`src/rtl/mcp4922_pkg.sv`:
```
// mcp4922_pkg: constants shared by the MCP4922 receiver model.
//   Command word layout (16 bits, MSB first on the wire):
//     [15] channel select (0=A, 1=B), [14] BUF, [13] GA_n, [12] SHDN_n,
//     [11:0] DAC data.
//   Also holds the idle (reset) levels of the SPI lines and the channel enum.
package mcp4922_pkg;

   localparam int unsigned WORD_BITS = 16;
   localparam int unsigned DATA_BITS = 12;
   localparam int unsigned CFG_BITS  = 3;
   localparam int unsigned ERR_BITS  = 8;

   localparam int unsigned CHAN_BIT = 15;
   localparam int unsigned BUF_BIT  = 14;
   localparam int unsigned GA_BIT   = 13;
   localparam int unsigned SHDN_BIT = 12;

   // Bit counter saturates one past a full word so over-long frames stay distinguishable.
   localparam int unsigned             CNT_BITS = 5;
   localparam logic [CNT_BITS-1:0]     CNT_FULL = CNT_BITS'(WORD_BITS);
   localparam logic [CNT_BITS-1:0]     CNT_SAT  = CNT_BITS'(WORD_BITS + 1);

   localparam logic SCLK_IDLE  = 1'b0;
   localparam logic CS_N_IDLE  = 1'b1;
   localparam logic LAT_N_IDLE = 1'b1;
   localparam logic SDAT_IDLE  = 1'b0;

   typedef enum logic {
      CHAN_A = 1'b0,
      CHAN_B = 1'b1
   } chan_e;

   // {BUF, GA_n, SHDN_n} field of a command word.
   function automatic logic [CFG_BITS-1:0] word_cfg(input logic [WORD_BITS-1:0] word);
      return {word[BUF_BIT], word[GA_BIT], word[SHDN_BIT]};
   endfunction

   function automatic logic [DATA_BITS-1:0] word_data(input logic [WORD_BITS-1:0] word);
      return word[DATA_BITS-1:0];
   endfunction

endpackage

```
`src/rtl/mcp4922_rx_if.sv`:
```
// mcp4922_rx_if: the four-wire DAC link between driver and MCP4922.
//   spi_sclk  serial clock
//   spi_cs_n  chip select, active low
//   spi_lat_n LDAC latch, active low
//   spi_sdat  serial data, MSB first
// Modports: master (the DAC driver), slave (the DAC / this receiver).
interface mcp4922_rx_if;

   logic spi_sclk;
   logic spi_cs_n;
   logic spi_lat_n;
   logic spi_sdat;

   modport master (
      output spi_sclk,
      output spi_cs_n,
      output spi_lat_n,
      output spi_sdat
   );

   modport slave (
      input spi_sclk,
      input spi_cs_n,
      input spi_lat_n,
      input spi_sdat
   );

endinterface

```
`src/rtl/spi_sync_edge.sv`:
```
// spi_sync_edge: brings one asynchronous SPI line into the clock domain.
//   Parameters: SYNC_STAGES (>= 2) synchronizer depth, RESET_LEVEL idle level.
//   Ports:
//     clock, reset_n  system clock, async active-low reset
//     din             raw pin
//     level           synchronized level, aligned with rise/fall
//     rise, fall      one-clock edge pulses
//   A pin edge shows up on level/rise/fall SYNC_STAGES+1 clocks later.
module spi_sync_edge #(
   parameter int unsigned SYNC_STAGES = 2,
   parameter logic        RESET_LEVEL = 1'b0
) (
   input  logic clock,
   input  logic reset_n,
   input  logic din,
   output logic level,
   output logic rise,
   output logic fall
);

   logic [SYNC_STAGES-1:0] sync_q;
   logic                   synced;

   assign synced = sync_q[SYNC_STAGES-1];

   // level is the edge-detect flop; the pulses are registered alongside it
   // so that a consumer sees the new level in the same cycle as its edge.
   always_ff @(posedge clock or negedge reset_n) begin
      if (!reset_n) begin
         sync_q <= {SYNC_STAGES{RESET_LEVEL}};
         level  <= RESET_LEVEL;
         rise   <= 1'b0;
         fall   <= 1'b0;
      end else begin
         sync_q <= {sync_q[SYNC_STAGES-2:0], din};
         level  <= synced;
         rise   <= synced & ~level;
         fall   <= ~synced & level;
      end
   end

endmodule

```
`src/rtl/mcp4922_rx.sv`:
```
// mcp4922_rx: receiver model of one MCP4922 dual 12-bit SPI DAC.
//   Parameters: SYNC_STAGES synchronizer depth per SPI line (>= 2).
//   Optional feature: define MCP4922_RX_ERRCNT_EN to build the saturating
//   rejected-frame counter; otherwise err_count is tied to zero.
//   Ports:
//     clock, reset_n        system clock, async active-low reset
//     spi                   DAC link (slave modport)
//     in_reg_a, in_reg_b    input (holding) registers
//     dac_a, dac_b          output registers (analog pin value)
//     cfg_a, cfg_b          {BUF, GA_n, SHDN_n} of last accepted word per channel
//     word_strobe           one-clock pulse per accepted word
//     word_chan             channel of last accepted word (0=A, 1=B)
//     lat_strobe            one-clock pulse per LAT_N falling edge
//     frame_err             one-clock pulse per rejected frame
//     err_count             saturating rejected-frame count
module mcp4922_rx
   import mcp4922_pkg::*;
#(
   parameter int unsigned SYNC_STAGES = 2
) (
   input  logic                 clock,
   input  logic                 reset_n,
   mcp4922_rx_if.slave          spi,
   output logic [DATA_BITS-1:0] in_reg_a,
   output logic [DATA_BITS-1:0] in_reg_b,
   output logic [DATA_BITS-1:0] dac_a,
   output logic [DATA_BITS-1:0] dac_b,
   output logic [CFG_BITS-1:0]  cfg_a,
   output logic [CFG_BITS-1:0]  cfg_b,
   output logic                 word_strobe,
   output logic                 word_chan,
   output logic                 lat_strobe,
   output logic                 frame_err,
   output logic [ERR_BITS-1:0]  err_count
);

   logic sclk_rise;
   logic cs_level;
   logic cs_rise;
   logic cs_fall;
   logic lat_level;
   logic sdat;

   logic unused_sclk_level;
   logic unused_sclk_fall;
   logic unused_lat_rise;
   logic unused_sdat_rise;
   logic unused_sdat_fall;

   logic [WORD_BITS-1:0] shift_reg;
   logic [CNT_BITS-1:0]  bit_cnt;
   chan_e                word_sel;

   // ---------------------------------------------------------------
   // Input synchronizers
   // ---------------------------------------------------------------
   spi_sync_edge #(
      .SYNC_STAGES (SYNC_STAGES),
      .RESET_LEVEL (SCLK_IDLE)
   ) u_sync_sclk (
      .clock   (clock),
      .reset_n (reset_n),
      .din     (spi.spi_sclk),
      .level   (unused_sclk_level),
      .rise    (sclk_rise),
      .fall    (unused_sclk_fall)
   );

   spi_sync_edge #(
      .SYNC_STAGES (SYNC_STAGES),
      .RESET_LEVEL (CS_N_IDLE)
   ) u_sync_cs (
      .clock   (clock),
      .reset_n (reset_n),
      .din     (spi.spi_cs_n),
      .level   (cs_level),
      .rise    (cs_rise),
      .fall    (cs_fall)
   );

   spi_sync_edge #(
      .SYNC_STAGES (SYNC_STAGES),
      .RESET_LEVEL (LAT_N_IDLE)
   ) u_sync_lat (
      .clock   (clock),
      .reset_n (reset_n),
      .din     (spi.spi_lat_n),
      .level   (lat_level),
      .rise    (unused_lat_rise),
      .fall    (lat_strobe)
   );

   spi_sync_edge #(
      .SYNC_STAGES (SYNC_STAGES),
      .RESET_LEVEL (SDAT_IDLE)
   ) u_sync_sdat (
      .clock   (clock),
      .reset_n (reset_n),
      .din     (spi.spi_sdat),
      .level   (sdat),
      .rise    (unused_sdat_rise),
      .fall    (unused_sdat_fall)
   );

   // ---------------------------------------------------------------
   // Frame shifter and bit counter
   // ---------------------------------------------------------------
   // A CS_N fall in the same clock as an SCLK rise clears and then takes
   // that first bit, so the counter lands on 1 rather than 0.
   always_ff @(posedge clock or negedge reset_n) begin
      if (!reset_n) begin
         shift_reg <= '0;
         bit_cnt   <= '0;
      end else if (cs_fall) begin
         if (sclk_rise) begin
            shift_reg <= {{(WORD_BITS-1){1'b0}}, sdat};
            bit_cnt   <= CNT_BITS'(1);
         end else begin
            shift_reg <= '0;
            bit_cnt   <= '0;
         end
      end else if (sclk_rise && !cs_level) begin
         shift_reg <= {shift_reg[WORD_BITS-2:0], sdat};
         if (bit_cnt != CNT_SAT) begin
            bit_cnt <= bit_cnt + CNT_BITS'(1);
         end
      end
   end

   // ---------------------------------------------------------------
   // Word acceptance on CS_N rise
   // ---------------------------------------------------------------
   always_comb begin
      word_sel = chan_e'(shift_reg[CHAN_BIT]);
   end

   always_ff @(posedge clock or negedge reset_n) begin
      if (!reset_n) begin
         in_reg_a    <= '0;
         in_reg_b    <= '0;
         cfg_a       <= '0;
         cfg_b       <= '0;
         word_chan   <= 1'b0;
         word_strobe <= 1'b0;
         frame_err   <= 1'b0;
      end else begin
         word_strobe <= 1'b0;
         frame_err   <= 1'b0;
         if (cs_rise) begin
            if (bit_cnt == CNT_FULL) begin
               word_strobe <= 1'b1;
               word_chan   <= shift_reg[CHAN_BIT];
               case (word_sel)
                  CHAN_A: begin
                     in_reg_a <= word_data(shift_reg);
                     cfg_a    <= word_cfg(shift_reg);
                  end
                  CHAN_B: begin
                     in_reg_b <= word_data(shift_reg);
                     cfg_b    <= word_cfg(shift_reg);
                  end
                  default: ;
               endcase
            end else begin
               frame_err <= 1'b1;
            end
         end
      end
   end

   // ---------------------------------------------------------------
   // Level-sensitive latch transfer
   // ---------------------------------------------------------------
   // Reads in_reg_* before this clock's write lands, so a coinciding word
   // reaches the output one clock later if LAT_N stays low.
   always_ff @(posedge clock or negedge reset_n) begin
      if (!reset_n) begin
         dac_a <= '0;
         dac_b <= '0;
      end else if (!lat_level) begin
         dac_a <= in_reg_a;
         dac_b <= in_reg_b;
      end
   end

   // ---------------------------------------------------------------
   // Rejected-frame counter
   // ---------------------------------------------------------------
`ifdef MCP4922_RX_ERRCNT_EN
   always_ff @(posedge clock or negedge reset_n) begin
      if (!reset_n) begin
         err_count <= '0;
      end else if (frame_err && (err_count != '1)) begin
         err_count <= err_count + ERR_BITS'(1);
      end
   end
`else
   assign err_count = '0;
`endif

endmodule

```
`src/flat_wrapper.sv`:
```
// flat-port wrapper written by rule: the top's interface ports become plain ports
module mcp4922_rx_flat import mcp4922_pkg::*;
#(
   parameter int unsigned SYNC_STAGES = 2
)
  (clock, reset_n, in_reg_a, in_reg_b, dac_a, dac_b, cfg_a, cfg_b, word_strobe, word_chan, lat_strobe, frame_err, err_count, spi_spi_sclk, spi_spi_cs_n, spi_spi_lat_n, spi_spi_sdat);
  mcp4922_rx_if spi_i ();
  input  logic clock;
  input  logic reset_n;
  output logic [DATA_BITS-1:0] in_reg_a;
  output logic [DATA_BITS-1:0] in_reg_b;
  output logic [DATA_BITS-1:0] dac_a;
  output logic [DATA_BITS-1:0] dac_b;
  output logic [CFG_BITS-1:0] cfg_a;
  output logic [CFG_BITS-1:0] cfg_b;
  output logic word_strobe;
  output logic word_chan;
  output logic lat_strobe;
  output logic frame_err;
  output logic [ERR_BITS-1:0] err_count;
  input wire logic [$bits(spi_i.spi_sclk)-1:0] spi_spi_sclk;
  input wire logic [$bits(spi_i.spi_cs_n)-1:0] spi_spi_cs_n;
  input wire logic [$bits(spi_i.spi_lat_n)-1:0] spi_spi_lat_n;
  input wire logic [$bits(spi_i.spi_sdat)-1:0] spi_spi_sdat;
  assign spi_i.spi_sclk = spi_spi_sclk;
  assign spi_i.spi_cs_n = spi_spi_cs_n;
  assign spi_i.spi_lat_n = spi_spi_lat_n;
  assign spi_i.spi_sdat = spi_spi_sdat;
  mcp4922_rx #(.SYNC_STAGES(SYNC_STAGES)) u_core (.clock(clock), .reset_n(reset_n), .spi(spi_i), .in_reg_a(in_reg_a), .in_reg_b(in_reg_b), .dac_a(dac_a), .dac_b(dac_b), .cfg_a(cfg_a), .cfg_b(cfg_b), .word_strobe(word_strobe), .word_chan(word_chan), .lat_strobe(lat_strobe), .frame_err(frame_err), .err_count(err_count));
endmodule
```
`config.mk`:
```
export PLATFORM = sky130hd
export DESIGN_NAME = mcp4922_rx_flat
export DESIGN_NICKNAME = d
export VERILOG_FILES = /design/src/rtl/mcp4922_pkg.sv /design/src/rtl/mcp4922_rx_if.sv /design/src/rtl/spi_sync_edge.sv /design/src/rtl/mcp4922_rx.sv /design/src/flat_wrapper.sv
export SDC_FILE = /design/constraint.sdc
export NUM_CORES = 1
export LEC_CHECK = 0
export CORE_MARGIN = 2
export CORE_UTILIZATION = 55
export DETAILED_ROUTE_END_ITERATION = 8
export PLACE_DENSITY_LB_ADDON = 0.08
export SYNTH_ARGS = -nofsm -noshare
export SYNTH_HDL_FRONTEND = slang
export SYNTH_SLANG_ARGS = --single-unit
```
`constraint.sdc`:
```
create_clock -name clock -period 3.9 [get_ports clock]
set_input_delay 1.17 -clock clock [delete_from_list [all_inputs] [get_ports clock]]
set_output_delay 1.17 -clock clock [all_outputs]
set_load 0.03 [all_outputs]
```
After elaboration in Yosys (flattened, before gate mapping). Cells that the tools add are included.

Multiply operators: 0. Order comparisons: 0. $add $sub $neg: 1. Divide/modulo/power cells: 0. Muxes and demuxes: 11. Shifts and indexed selects: 0. Eq/ne operators: 2. Bitwise operators: 9. Reduce and logical (&&, ||, !) cells: 8.

Operator list (count): $mux W16 (2); $mux W5 (3); $mux W1 (6); $reduce_and A3 Y1 (2); $add A5 B1 Y5 const B (1); $eq A5 B5 Y1 const B (1); $ne A5 B5 Y1 const B (1); $not A1 Y1 (5); $and A1 B1 Y1 (4); $reduce_and A2 Y1 (2); $reduce_bool A2 Y1 (2); $logic_and A1 B1 Y1 (1); $logic_not A1 Y1 (1).

Word-level logic and storage cells: 54. Bits in writable memories: 0. Memories kept: 0. Bits in latches: 0. Memory bits (read-only): 0. Output and inout port bits: 66. Bits in registers: 94.

Longest topological paths before layout.
Word-level depth: 4. Gate-level depth with buffers: 7.

Hierarchy. From an unflattened synthesis, not the netlist that was laid out.

Cells, all modules: 268. Area total of the unflattened synthesis: 3729.8 sq um.

By module, submodules not included: mcp4922_rx (cells an instance 240, area each 3161.8 sq um, seq. area each 1951.9 sq um, instances 1); spi_sync_edge at u_core.u_sync_cs ... (cells an instance 7, area each 143.9 sq um, seq. area each 128.9 sq um, instances 2); spi_sync_edge at u_core.u_sync_sclk ... (cells an instance 7, area each 140.1 sq um, seq. area each 125.1 sq um, instances 2).

Worst setup path before layout. OpenSTA, ideal clock, no wires.

Path type: reg2reg. From: register u_core.bit_cnt[0]. To: register u_core.cfg_b[0]. Data required time: 3.775 ns. Path buffers: 2. Cell stages (with the launch flop): 8. Arrival time: 1.553 ns. Period minus slack after synthesis: 1.678 ns. Library setup time: 0.125 ns. Slack: 2.222 ns. Cell sequence: dfrtp_1 -> inv_1 -> ha_1 -> and4bb_4 -> and3_4 -> buf_6 -> buf_12 -> mux2_4.

Word-level cells in the longest chain between the ends: 2.

Ends and longest elaborated chain: from (decl) (line mcp4922_rx.sv:51) `logic [CNT_BITS-1:0] bit_cnt;`; from (signal assigned) (line mcp4922_rx.sv:125) `bit_cnt <= bit_cnt + CNT_BITS'(1);`; $eq A5 B5 Y1 (line mcp4922_rx.sv:150) `if (bit_cnt == CNT_FULL) begin`; $reduce_and A3 Y1 (no line); to (signal assigned) (line mcp4922_rx.sv:160) `cfg_b <= word_cfg(shift_reg);`; to (decl) (line mcp4922_rx.sv:29) `output logic [CFG_BITS-1:0] cfg_b,`.

No other way between the ends. A chain may end at the register's enable or synchronous reset.

Worst setup path after layout.
From: register u_core.in_reg_a[3]. To: output in_reg_a[3].

RTL lines: from (decl) (line mcp4922_rx.sv:24) `output logic [DATA_BITS-1:0] in_reg_a,`; from (signal assigned) (line mcp4922_rx.sv:155) `in_reg_a <= word_data(shift_reg);`; to (decl) (line flat_wrapper.sv:10) `output logic [DATA_BITS-1:0] in_reg_a;`.

No word-level cell between the ends.

==> impl_metrics.yaml <==
status:
  outcome: "complete, no violations"
worst_hold_path:
  worstHoldPathCells: 0
  min_from: "u_core.u_sync_sdat.sync_q[1]"
  min_path_type: "register to register"
  min_to: "u_core.u_sync_sdat.level"
global_route:
  grt_max_degree: 58
  grt_pass1_wl_um: 10250
  grt_pass1_vias: 2056
  grt_usage_pct: 18.37
  grt.overflow.total: 0
  antenna_found_initial: 0
critical_path:
  slowest_delay_ps: 700
  r2r_end: "u_core.bit_cnt[3]"
  crit_path_max_fanout: 3
  start_kind: "register"
  crit_type: "register to primary output"
  rrSetupSlack_ps: 1920
  critPathArrivalTime_ps: 1460
  cp_slowest_cell: "clkdlybuf4s50_1"
  r2r_cells: 3
  worstPathRequired_ps: 2730
  path_cells: "clkdlybuf4s50_1"
  timing.rr.start: "u_core.u_sync_sclk.rise"
  cp-end-kind: "primary output"
  critPathBufInv: 1
  path_delay_family: "buffers and inverters"
logic_synthesis:
  synth_xor_area_share_pct: 0
  synth_cell_types: 33
  synth_area_leaders: "dfrtp_1 61%, mux2_2 14%, dfstp_2 4.3%"
  synth-compound-area-share_pct: 3.099
  syn-instance-count: 255
  synth-simple-area-share_pct: 7.920
  syn-mean-instance-area_um2: 14.25
  yosys.area.top_type_share_pct: 60.61
  synth_seq_area_share_pct: 64.94
  synth_top_family_by_area: "multiplexers"
  synth_fa_ha_area_share_pct: 1.033
  yosys_register_bits: 94
  synth_area_um2: 3633
  synth-warning-count: 0
  yosysTopAreaCell: "dfrtp_1"
  muxShareOfSynthArea_pct: 18.66
place:
  place_area_um2: 4257
  gp_congestion: 0.7498
  post-dp-hpwl_um: 4130
  numPortBuffers: 63
  dp_slack_ps: 1642
sta:
  rsz0062_at_grt: "false"
  slew_violations: 0
  worst_slew_pin_slew_ps: 1135
  hold_slack_ps: 356.8
  finalSetupViolations: 0
  slew_headroom_pct: 24.17
  fin_tns_setup_ps: 0
  skew_ps: 9.366
  timing.final.ws_setup_ps: 1268
  max_freq_ghz: 0.3800
  finalHoldViolations: 0
  fin_crit_ps: 2632
  fin_crit_sh_pct: 67.48
finish:
  largest_register_ffs: 16
  num_antenna_cells: 0
  syn2layout_area_growth_pct: 23.21
  num-nets-final: 327
  n_fill_cell: 458
  fin_area_um2: 4477
  drive_gt1_share_pct: 26.93
job:
  maxCapViolations: 0
detailed_routing:
  drt-wirelength-per-cell_um: 15.06
  antenna_left: 0
  vias_per_cell: 5.255
  drc_errors: 0
  drt_iter0_drc: 101
  drt-total-wl_um: 6025
  dr.pass1.iters: 6
  vias: 2102
die:
  rows: 29
  ios: 72
  fp.dieArea_um2: 7273
  die_h_um: 85.28
  initial_core_util_pct: 56.90
  core_um2: 6386
  die_x_um: 85.28
clocking:
  tritoncts: "built"
  clkTransAtPathRegs_ps: 90
  postCtsHoldBufs: 0
  cts.sink_count: 94
  clk_path_buf_depth: 2
  clock_latency_ps: 350
  cts_buffers: 9
  cts_setup_buffers: 0
  h-tree-depth: 3
  ctsResizeCount: 0
  cts_root_buf: "clkbuf_8"
pwr:
  leakagePower_nw: 2.092
  power_density_nw_per_um2: 395.6
  ir_drop_mv: 0.2949
[kinds of logic after synthesis]
| family | Yosys count |
|---|---|
| other | 1 |
| AND/OR/NAND/NOR | 56 |
| adder cells (fa/ha/maj) | 3 |
| buffers and inverters | 23 |
| flip-flops | 94 |
| multiplexers | 57 |
| AO/OA/AOI/OAI | 21 |
[cells in the mapped netlist]
cell type / number
buf_1: 1
nand2_1: 36
buf_2: 3
and2_1: 1
buf_6: 1
clkbuf_8: 1
dfrtp_1: 88
and4bb_2: 1
clkbuf_1: 5
buf_4: 8
a31o_2: 1
a21oi_1: 18
nand3b_1: 1
buf_12: 1
ha_1: 3
nor2b_1: 6
mux2_2: 46
mux2_4: 10
and4bb_4: 1
and3_4: 1
or4b_2: 1
and2b_1: 1
conb_1: 1
o311ai_0: 1
nor2_1: 2
dfstp_2: 6
mux2i_1: 1
nand2b_1: 1
o21ai_0: 1
inv_1: 3
nand3b_2: 1
nand4_1: 1
or3_1: 2
[final cells by class]
| type | instances | area [um2] | area share (%) |
|---|---|---|---|
| sequential | 94 | 2360 | 52.71 |
| tap | 77 | 96.34 | 2.152 |
| clock inverter | 7 | 96.34 | 2.152 |
| inverter | 3 | 11.26 | 0.2515 |
| timing repair buffer | 65 | 643.1 | 14.37 |
| clock buffer | 9 | 123.9 | 2.767 |
| multi-input combinational | 145 | 1146 | 25.60 |
[power by group]
group,internal (mW),switching (mW)
registers,0.991,0.0191
logic,0.0203,0.0435
clock network,0.363,0.334
[how the worst max path moves through the flow]
| stage | startpoint | to | slack (ps) | cells after the start |
|---|---|---|---|---|
| 2_1_floorplan | u_core.bit_cnt[0] | u_core.cfg_b[0] | 2220 | 7 |
| 3_3_place_gp | u_core.in_reg_a[4] | in_reg_a[4] | 1640 | 1 |
| 3_5_place_dp | u_core.in_reg_a[4] | in_reg_a[4] | 1640 | 1 |
| 4_1_cts | u_core.in_reg_a[3] | in_reg_a[3] | 1250 | 1 |
| 5_1_grt | u_core.in_reg_a[3] | in_reg_a[3] | 1210 | 1 |
| 6_report | u_core.in_reg_a[3] | in_reg_a[3] | 1270 | 1 |
[layer usage]
| metal | routed length [um] | track usage (%) |
|---|---|---|
| met1 | 2797 | 24.63 |
| met5 | 0 | 0 |
| met3 | 195 | 3.794 |
| met2 | 2915 | 28.84 |
| met4 | 116 | 8.947 |
[placed cells by master (no fill, tap or decap), types with 2 or more instances in the layout]
cell              n
mux2_4           10
nand2_1          36
ha_1              3
bufinv_16         2
conb_1            8
nor2_1            2
clkdlybuf4s50_1  62
mux2_2           46
inv_1             3
nor2b_1           6
clkinv_2          2
buf_4             3
dfstp_2           6
clkbuf_8          9
a21oi_1          18
or3_1             2
clkinv_4          2
dfrtp_1          88
[metrics by stage]
step                      power [mW]  utilization (%)  cells
after floorplan                1.065                -    262
after CTS                      1.789            70.10    400
after global routing           1.845            70.10    400
after detailed placement       1.095            66.65    384
after global placement         1.094            66.65    384
final                          1.771            70.10    400
Note: power is estimated with default switching activity, not from simulation.
